--- src/rtl/crc_master_pkg.sv ---
// Shared constants and FSM state type for the CRC peripheral bus master.
package crc_master_pkg;

  localparam int unsigned BUS_W    = 32;
  localparam int unsigned WAS_BIT  = 25;
  localparam int unsigned TCRC_BIT = 24;
  localparam int unsigned FXOR_BIT = 26;

  localparam logic [BUS_W-1:0] ADDR_DATA = 32'h4003_2000;
  localparam logic [BUS_W-1:0] ADDR_POLY = 32'h4003_2004;
  localparam logic [BUS_W-1:0] ADDR_CTRL = 32'h4003_2008;
  localparam logic [BUS_W-1:0] WAS_MASK  = 32'h1 << WAS_BIT;

  typedef enum logic [2:0] {
    IDLE, CTRL_SEED, POLY, SEED, CTRL_RUN, DATA, READ, FIN
  } state_t;

endpackage

--- src/rtl/sync_fifo.sv ---
// Show-ahead synchronous FIFO with wrap-bit pointers; only built with CRC_MASTER_FIFO_EN.
`ifdef CRC_MASTER_FIFO_EN
module sync_fifo #(
  parameter int unsigned WIDTH = 32,
  parameter int unsigned DEPTH = 8
) (
  input  logic             clk,
  input  logic             rst,
  input  logic             push,
  input  logic             pop,
  input  logic [WIDTH-1:0] din,
  output logic [WIDTH-1:0] dout,
  output logic             full,
  output logic             empty
);

  localparam int unsigned PTR_W = $clog2(DEPTH);

  logic [WIDTH-1:0] mem [DEPTH];
  logic [PTR_W:0]   wr_ptr;
  logic [PTR_W:0]   rd_ptr;
  logic             push_ok;
  logic             pop_ok;

  assign empty   = (wr_ptr == rd_ptr);
  assign full    = (wr_ptr[PTR_W] != rd_ptr[PTR_W]) &&
                   (wr_ptr[PTR_W-1:0] == rd_ptr[PTR_W-1:0]);
  assign pop_ok  = pop && !empty;
  // a pop in the same cycle frees the slot, so a push on full is still taken
  assign push_ok = push && (!full || pop_ok);
  assign dout    = mem[rd_ptr[PTR_W-1:0]];

  always_ff @(posedge clk) begin
    if (rst) begin
      wr_ptr <= '0;
      rd_ptr <= '0;
    end else begin
      if (push_ok) wr_ptr <= wr_ptr + (PTR_W+1)'(1);
      if (pop_ok)  rd_ptr <= rd_ptr + (PTR_W+1)'(1);
    end
  end

  always_ff @(posedge clk) begin
    if (push_ok) mem[wr_ptr[PTR_W-1:0]] <= din;
  end

endmodule
`endif

--- src/rtl/crc_stream_master.sv ---
// Sequences one CRC job onto the peripheral bus: program ctrl/poly/seed, stream words, read result.
// Optional input buffering is compiled in with CRC_MASTER_FIFO_EN.
module crc_stream_master
  import crc_master_pkg::*;
#(
  parameter int unsigned DEPTH = 8,
  parameter int unsigned LEN_W = 16
) (
  input  logic             clk,
  input  logic             rst,
  input  logic             start,
  input  logic [31:0]      cfg_ctrl,
  input  logic [31:0]      cfg_poly,
  input  logic [31:0]      cfg_seed,
  input  logic [LEN_W-1:0] cfg_len,
  input  logic             in_valid,
  input  logic [31:0]      in_data,
  output logic             in_ready,
  output logic             Sel,
  output logic             RW,
  output logic [31:0]      addr,
  output logic [31:0]      data_wr,
  input  logic [31:0]      data_rd,
  output logic             busy,
  output logic             done,
  output logic [31:0]      result
);

  state_t           state, state_n;
  logic [LEN_W-1:0] rem, rem_n;
  logic [31:0]      ctrl_q, poly_q, seed_q;
  logic             sel_n, rw_n, busy_n, done_n;
  logic [31:0]      addr_n, wdata_n;
  logic             take;
  logic             avail;
  logic [31:0]      word;
  logic             unused_cfg;

  // constants that only matter to the peripheral or to the buffered build
  assign unused_cfg = ^{32'(DEPTH), 32'(TCRC_BIT), 32'(FXOR_BIT)};

`ifdef CRC_MASTER_FIFO_EN
  logic        fifo_full;
  logic        fifo_empty;
  logic [31:0] fifo_dout;

  sync_fifo #(.WIDTH(32), .DEPTH(DEPTH)) u_fifo (
    .clk   (clk),
    .rst   (rst),
    .push  (in_valid && in_ready),
    .pop   (take),
    .din   (in_data),
    .dout  (fifo_dout),
    .full  (fifo_full),
    .empty (fifo_empty)
  );

  assign in_ready = !rst && !fifo_full;
  assign avail    = !fifo_empty;
  assign word     = fifo_dout;
`else
  // words are taken one cycle ahead of their registered bus write
  assign in_ready = ((state == CTRL_RUN) || (state == DATA)) && (rem != '0);
  assign avail    = in_valid;
  assign word     = in_data;
`endif

  // next state plus the bus transaction to present next cycle
  always_comb begin
    state_n = state;
    rem_n   = rem;
    sel_n   = 1'b0;
    rw_n    = 1'b0;
    addr_n  = '0;
    wdata_n = '0;
    busy_n  = busy;
    done_n  = 1'b0;
    take    = 1'b0;
    case (state)
      IDLE: begin
        if (start) begin
          state_n = CTRL_SEED;
          rem_n   = cfg_len;
          busy_n  = 1'b1;
          sel_n   = 1'b1;
          rw_n    = 1'b1;
          addr_n  = ADDR_CTRL;
          wdata_n = cfg_ctrl | WAS_MASK;
        end
      end
      CTRL_SEED: begin
        state_n = POLY;
        sel_n   = 1'b1;
        rw_n    = 1'b1;
        addr_n  = ADDR_POLY;
        wdata_n = poly_q;
      end
      POLY: begin
        state_n = SEED;
        sel_n   = 1'b1;
        rw_n    = 1'b1;
        addr_n  = ADDR_DATA;
        wdata_n = seed_q;
      end
      SEED: begin
        state_n = CTRL_RUN;
        sel_n   = 1'b1;
        rw_n    = 1'b1;
        addr_n  = ADDR_CTRL;
        wdata_n = ctrl_q & ~WAS_MASK;
      end
      CTRL_RUN, DATA: begin
        if (rem == '0) begin
          state_n = READ;
          sel_n   = 1'b1;
          addr_n  = ADDR_DATA;
        end else begin
          state_n = DATA;
          if (avail) begin
            take    = 1'b1;
            rem_n   = rem - LEN_W'(1);
            sel_n   = 1'b1;
            rw_n    = 1'b1;
            addr_n  = ADDR_DATA;
            wdata_n = word;
          end
        end
      end
      READ: begin
        state_n = FIN;
        done_n  = 1'b1;
        busy_n  = 1'b0;
      end
      FIN:     state_n = IDLE;
      default: state_n = IDLE;
    endcase
  end

  always_ff @(posedge clk) begin
    if (rst) begin
      state   <= IDLE;
      rem     <= '0;
      ctrl_q  <= '0;
      poly_q  <= '0;
      seed_q  <= '0;
      Sel     <= 1'b0;
      RW      <= 1'b0;
      addr    <= '0;
      data_wr <= '0;
      busy    <= 1'b0;
      done    <= 1'b0;
      result  <= '0;
    end else begin
      state   <= state_n;
      rem     <= rem_n;
      Sel     <= sel_n;
      RW      <= rw_n;
      addr    <= addr_n;
      data_wr <= wdata_n;
      busy    <= busy_n;
      done    <= done_n;
      if (state == IDLE && start) begin
        ctrl_q <= cfg_ctrl;
        poly_q <= cfg_poly;
        seed_q <= cfg_seed;
      end
      if (state == READ) result <= data_rd;
    end
  end

endmodule
--- config.mk ---
export PLATFORM = sky130hd
export DESIGN_NAME = crc_stream_master
export DESIGN_NICKNAME = d
export VERILOG_FILES = /design/src/rtl/crc_master_pkg.sv /design/src/rtl/sync_fifo.sv /design/src/rtl/crc_stream_master.sv
export SDC_FILE = /design/constraint.sdc
export NUM_CORES = 1
export LEC_CHECK = 0
export BUFFER_PORTS_ARGS = -buffer_cell sky130_fd_sc_hd__buf_4
export CAP_MARGIN = 30
export CORE_ASPECT_RATIO = 1.25
export CORE_UTILIZATION = 30
export DETAILED_ROUTE_END_ITERATION = 10
export HOLD_SLACK_MARGIN = 0.1
export PLACE_DENSITY = 0.5
export SETUP_SLACK_MARGIN = 0.4
export SYNTH_ARGS = -nofsm -noshare
export SYNTH_HDL_FRONTEND = slang
export SYNTH_SLANG_ARGS = --single-unit
--- constraint.sdc ---
create_clock -name clk -period 2.58 [get_ports clk]
set_input_delay 0.516 -clock clk [delete_from_list [all_inputs] [get_ports clk]]
set_output_delay 0.516 -clock clk [all_outputs]
set_load 0.02 [all_outputs]
==> results.py <==
metrics = {
    "min_path": {
        "worst_hold_startpoint": "data_rd[15]",
        "hold_depth": 2,
        "whs_endpoint": "result[15]$_SDFFE_PP0P_",
        "hold_path_class": "input port to flop",
    },
    "drt": {
        "post_drt_via_cell_ratio": 4.85,
        "firstDrtPassIters": 6,
        "drc_errors": 0,
        "ant_nets": 0,
        "drtIter0Drc": 387,
        "routed_wirelength_mm": 24.8,
        "vias": 7393,
        "post_drt_wl_per_cell_um": 16.3,
    },
    "setup_path": {
        "worstSetupStartpointType": "flop",
        "r2r_end": "data_wr[17]$_SDFF_PP0_",
        "cp-end-kind": "primary output",
        "rrSetupSlack_ns": 0.44,
        "worstPathMaxFanout": 6,
        "worstPathCellList": "inv_2, ha_4, nor2b_4, nand3_4, nor3_4, nor2_2, buf_6",
        "crit_buf_inv": 2,
        "rr_worst_depth": 6,
        "crit_path_max_incr_delay_ns": 0.35,
        "slowest_stage": "dfxtp_2",
        "path_delay_family": "simple AND/OR/NAND/NOR gates",
        "reg2reg_from": "rem[2]$_SDFFE_PP0P_",
        "critPathRequiredTime_ns": 2.06,
        "arrival_ns": 1.66,
        "cp-startpoint": "rem[1]$_SDFFE_PP0P_",
        "crit_type": "flop to primary output",
    },
    "clock_tree": {
        "cts-hold-fix-buffers": 0,
        "cts_sinks": 185,
        "clock-root-buffer": "clkbuf_16",
        "cts_inserted_buffers": 17,
        "clkLatencyLatePin_ns": 0.44,
        "clk_pin_slew_ns": 0.07,
        "clk_path_buf_depth": 2,
        "cts_tree": "done",
        "htree_levels": 4,
    },
    "placed_design": {
        "place_hpwl_mm": 15.9,
        "io_buffers": 253,
        "gp_congestion": 0.784,
        "dp.cells": 1482,
        "pre_cts_ws_ns": 0.321,
    },
    "timing": {
        "fin_crit_ns": 2.18,
        "skew_ns": 0.0102,
        "worst_slack_ns": 0.402,
        "setup_viol": 0,
        "tightest_slew_ns": 0.593,
        "hold_viol_final": 0,
        "fin_tns_setup_ns": 0,
        "rsz0062_at_grt": "true",
        "period_share": 0.844,
        "fmax_ghz": 0.459,
        "slew_violations": 0,
        "max_slew_margin": 0.604,
    },
    "job": {
        "cap_violations": 0,
    },
    "logic_synthesis": {
        "yosysTopAreaCell": "dfxtp_1",
        "synth_edf_count": 0,
        "yosysTopAreaCellShare": 0.473,
        "yosysWarnings": 0,
        "async_flop_share": 0,
        "netlist_area_um2": 7830,
        "syn-instance-count": 959,
        "ys_types": 53,
        "synthFlopType": "dfxtp_1",
        "yosysSeqAreaShare": 0.473,
        "netlist_top_cells_area": "dfxtp_1 (47%), nand2_1 (13%), a21oi_1 (7.6%)",
        "synth.avg_cell_area_um2": 8.16,
        "synth-seq-cells": 185,
    },
    "grt": {
        "grt_util_met2": 0.302,
        "grt.total_usage": 0.183,
        "grt_util_met3": 0.0588,
        "grt_antenna_before_repair": 2,
        "grt-busiest-layer": "met2",
        "grt_util_met1": 0.225,
        "gr-total-overflow": 0,
        "grt_pass1_vias": 7004,
        "grt_pass1_wl_mm": 38.4,
        "grt_max_degree": 134,
    },
    "outcome": {
        "outcome": "completed",
    },
    "floorplan": {
        "die-width_um": 146,
        "dieArea_um2": 26700,
        "core-area_um2": 25500,
        "start_util": 0.308,
        "row_count": 65,
        "ios": 281,
        "fp.dieH_um": 183,
    },
    "finish": {
        "multi_input_area_um2": 3780,
        "layout.cells.non_filler": 1523,
        "final_common_cell": "buf_4",
        "fillCellCount": 2679,
        "regArea_um2": 3720,
        "drive_above_1_share": 0.314,
        "area_delta_synth_final_pct": 36.0,
        "nNetsFinal": 1356,
        "final_cell_mix": "buf_4 (270), nand2_1 (268), dfxtp_1 (177), a21oi_1 (119), nor2_1 (48)",
    },
    "power": {
        "total_power_mw": 7.44,
        "ir_worst_vdd_mv": 0.386,
        "p_leak_nw": 4.45,
        "pwr_density_cell_nw_per_um2": 698,
    },
}
-- repair_timing --
action                                 CTS  global route
pin swaps                                7             3
setup endpoints to repair               22            25
cloned                                   1             1
setup buffers                            3             4
gates resized for setup                 22             2
endpoints found under the hold margin    0             0
-- cell usage after synthesis (all sizes together) (3+ instances only) --
master	number
nand3	4
a21oi	120
or3	7
nand2	269
and3	3
nor2	50
nor3	13
a22o	33
nand2b	4
inv	4
or2	3
o31ai	4
nor2b	4
nor4	3
mux2	31
clkbuf	63
o21a	4
o21ai	49
dfxtp	185
o32ai	3
buf	44
a222oi	30
-- report_power, final --
part           internal, mW  switching [mW]  total [mW]
clock                  1.35            1.16        2.51
sequential             3.08           0.140        3.22
combinational         0.736           0.967        1.70
total                  5.17            2.27        7.44
-- metal layers --
| layer | vias up | wire length, um | part of all wire |
|---|---|---|---|
| met4 | 2 | 285 | 0.012 |
| met1 | 3431 | 10700 | 0.43 |
| li1 | 3700 | - | - |
| met2 | 238 | 12000 | 0.49 |
| met3 | 22 | 1750 | 0.070 |
| met5 | - | 10 | 0.00040 |
-- kinds of logic after synthesis --
family / synth area share
buffers and inverters: 0.0719
multiplexers: 0.0459
AND/OR/NAND/NOR: 0.194
AO/OA/AOI/OAI: 0.212
flip-flops: 0.473
XOR/XNOR: 0.00112
other: 0.000479
adder cells (fa/ha/maj): 0.00160
-- registers in the layout, indices dropped and copies added (netlist names) --
name	flops
seed_q	32
addr	3
result	32
done	1
poly_q	32
Sel	1
busy	1
state	3
rem	16
ctrl_q	31
data_wr	32
RW	1
-- final cells by class --
class | count | share of cell area
Sequential cell | 185 | 0.349
Timing Repair Buffer | 277 | 0.203
Tap cell | 335 | 0.0394
Clock buffer | 20 | 0.0419
Multi-Input combinational cell | 688 | 0.355
Antenna cell | 1 | 0.000235
Inverter | 6 | 0.00211
Clock inverter | 11 | 0.00940
-- per-stage QoR --
step	instance area, um2	hold slack (ns)	util
after detailed placement	9930	0.446	0.390
final	10700	0.286	0.418
after global placement	9930	0.439	0.390
after CTS	10600	0.259	0.416
after global routing	10600	0.260	0.418
after floorplan	7920	0.433	-
-- worst max-delay path by stage --
| stage | endpoint | slack, ns | depth (start not counted) |
|---|---|---|---|
| 6_report | in_ready | 0.40 | 7 |
| 5_1_grt | in_ready | 0.30 | 6 |
| 4_1_cts | in_ready | 0.38 | 6 |
| 3_5_place_dp | rem[2]$_SDFFE_PP0P_ | 0.32 | 8 |
| 3_3_place_gp | rem[2]$_SDFFE_PP0P_ | 0.34 | 8 |
| 2_1_floorplan | in_ready | 0.57 | 4 |
-- worst reg2reg max path, stage by stage (launching register included) --
cell	delay, ns
dfxtp_2	0.36
or4_4	0.60
nor3_4	0.28
a21oi_4	0.12
buf_4	0.21
a222oi_1	0.37
nor2_1	0.07
No activity file was read; power rests on OpenSTA's default activity.
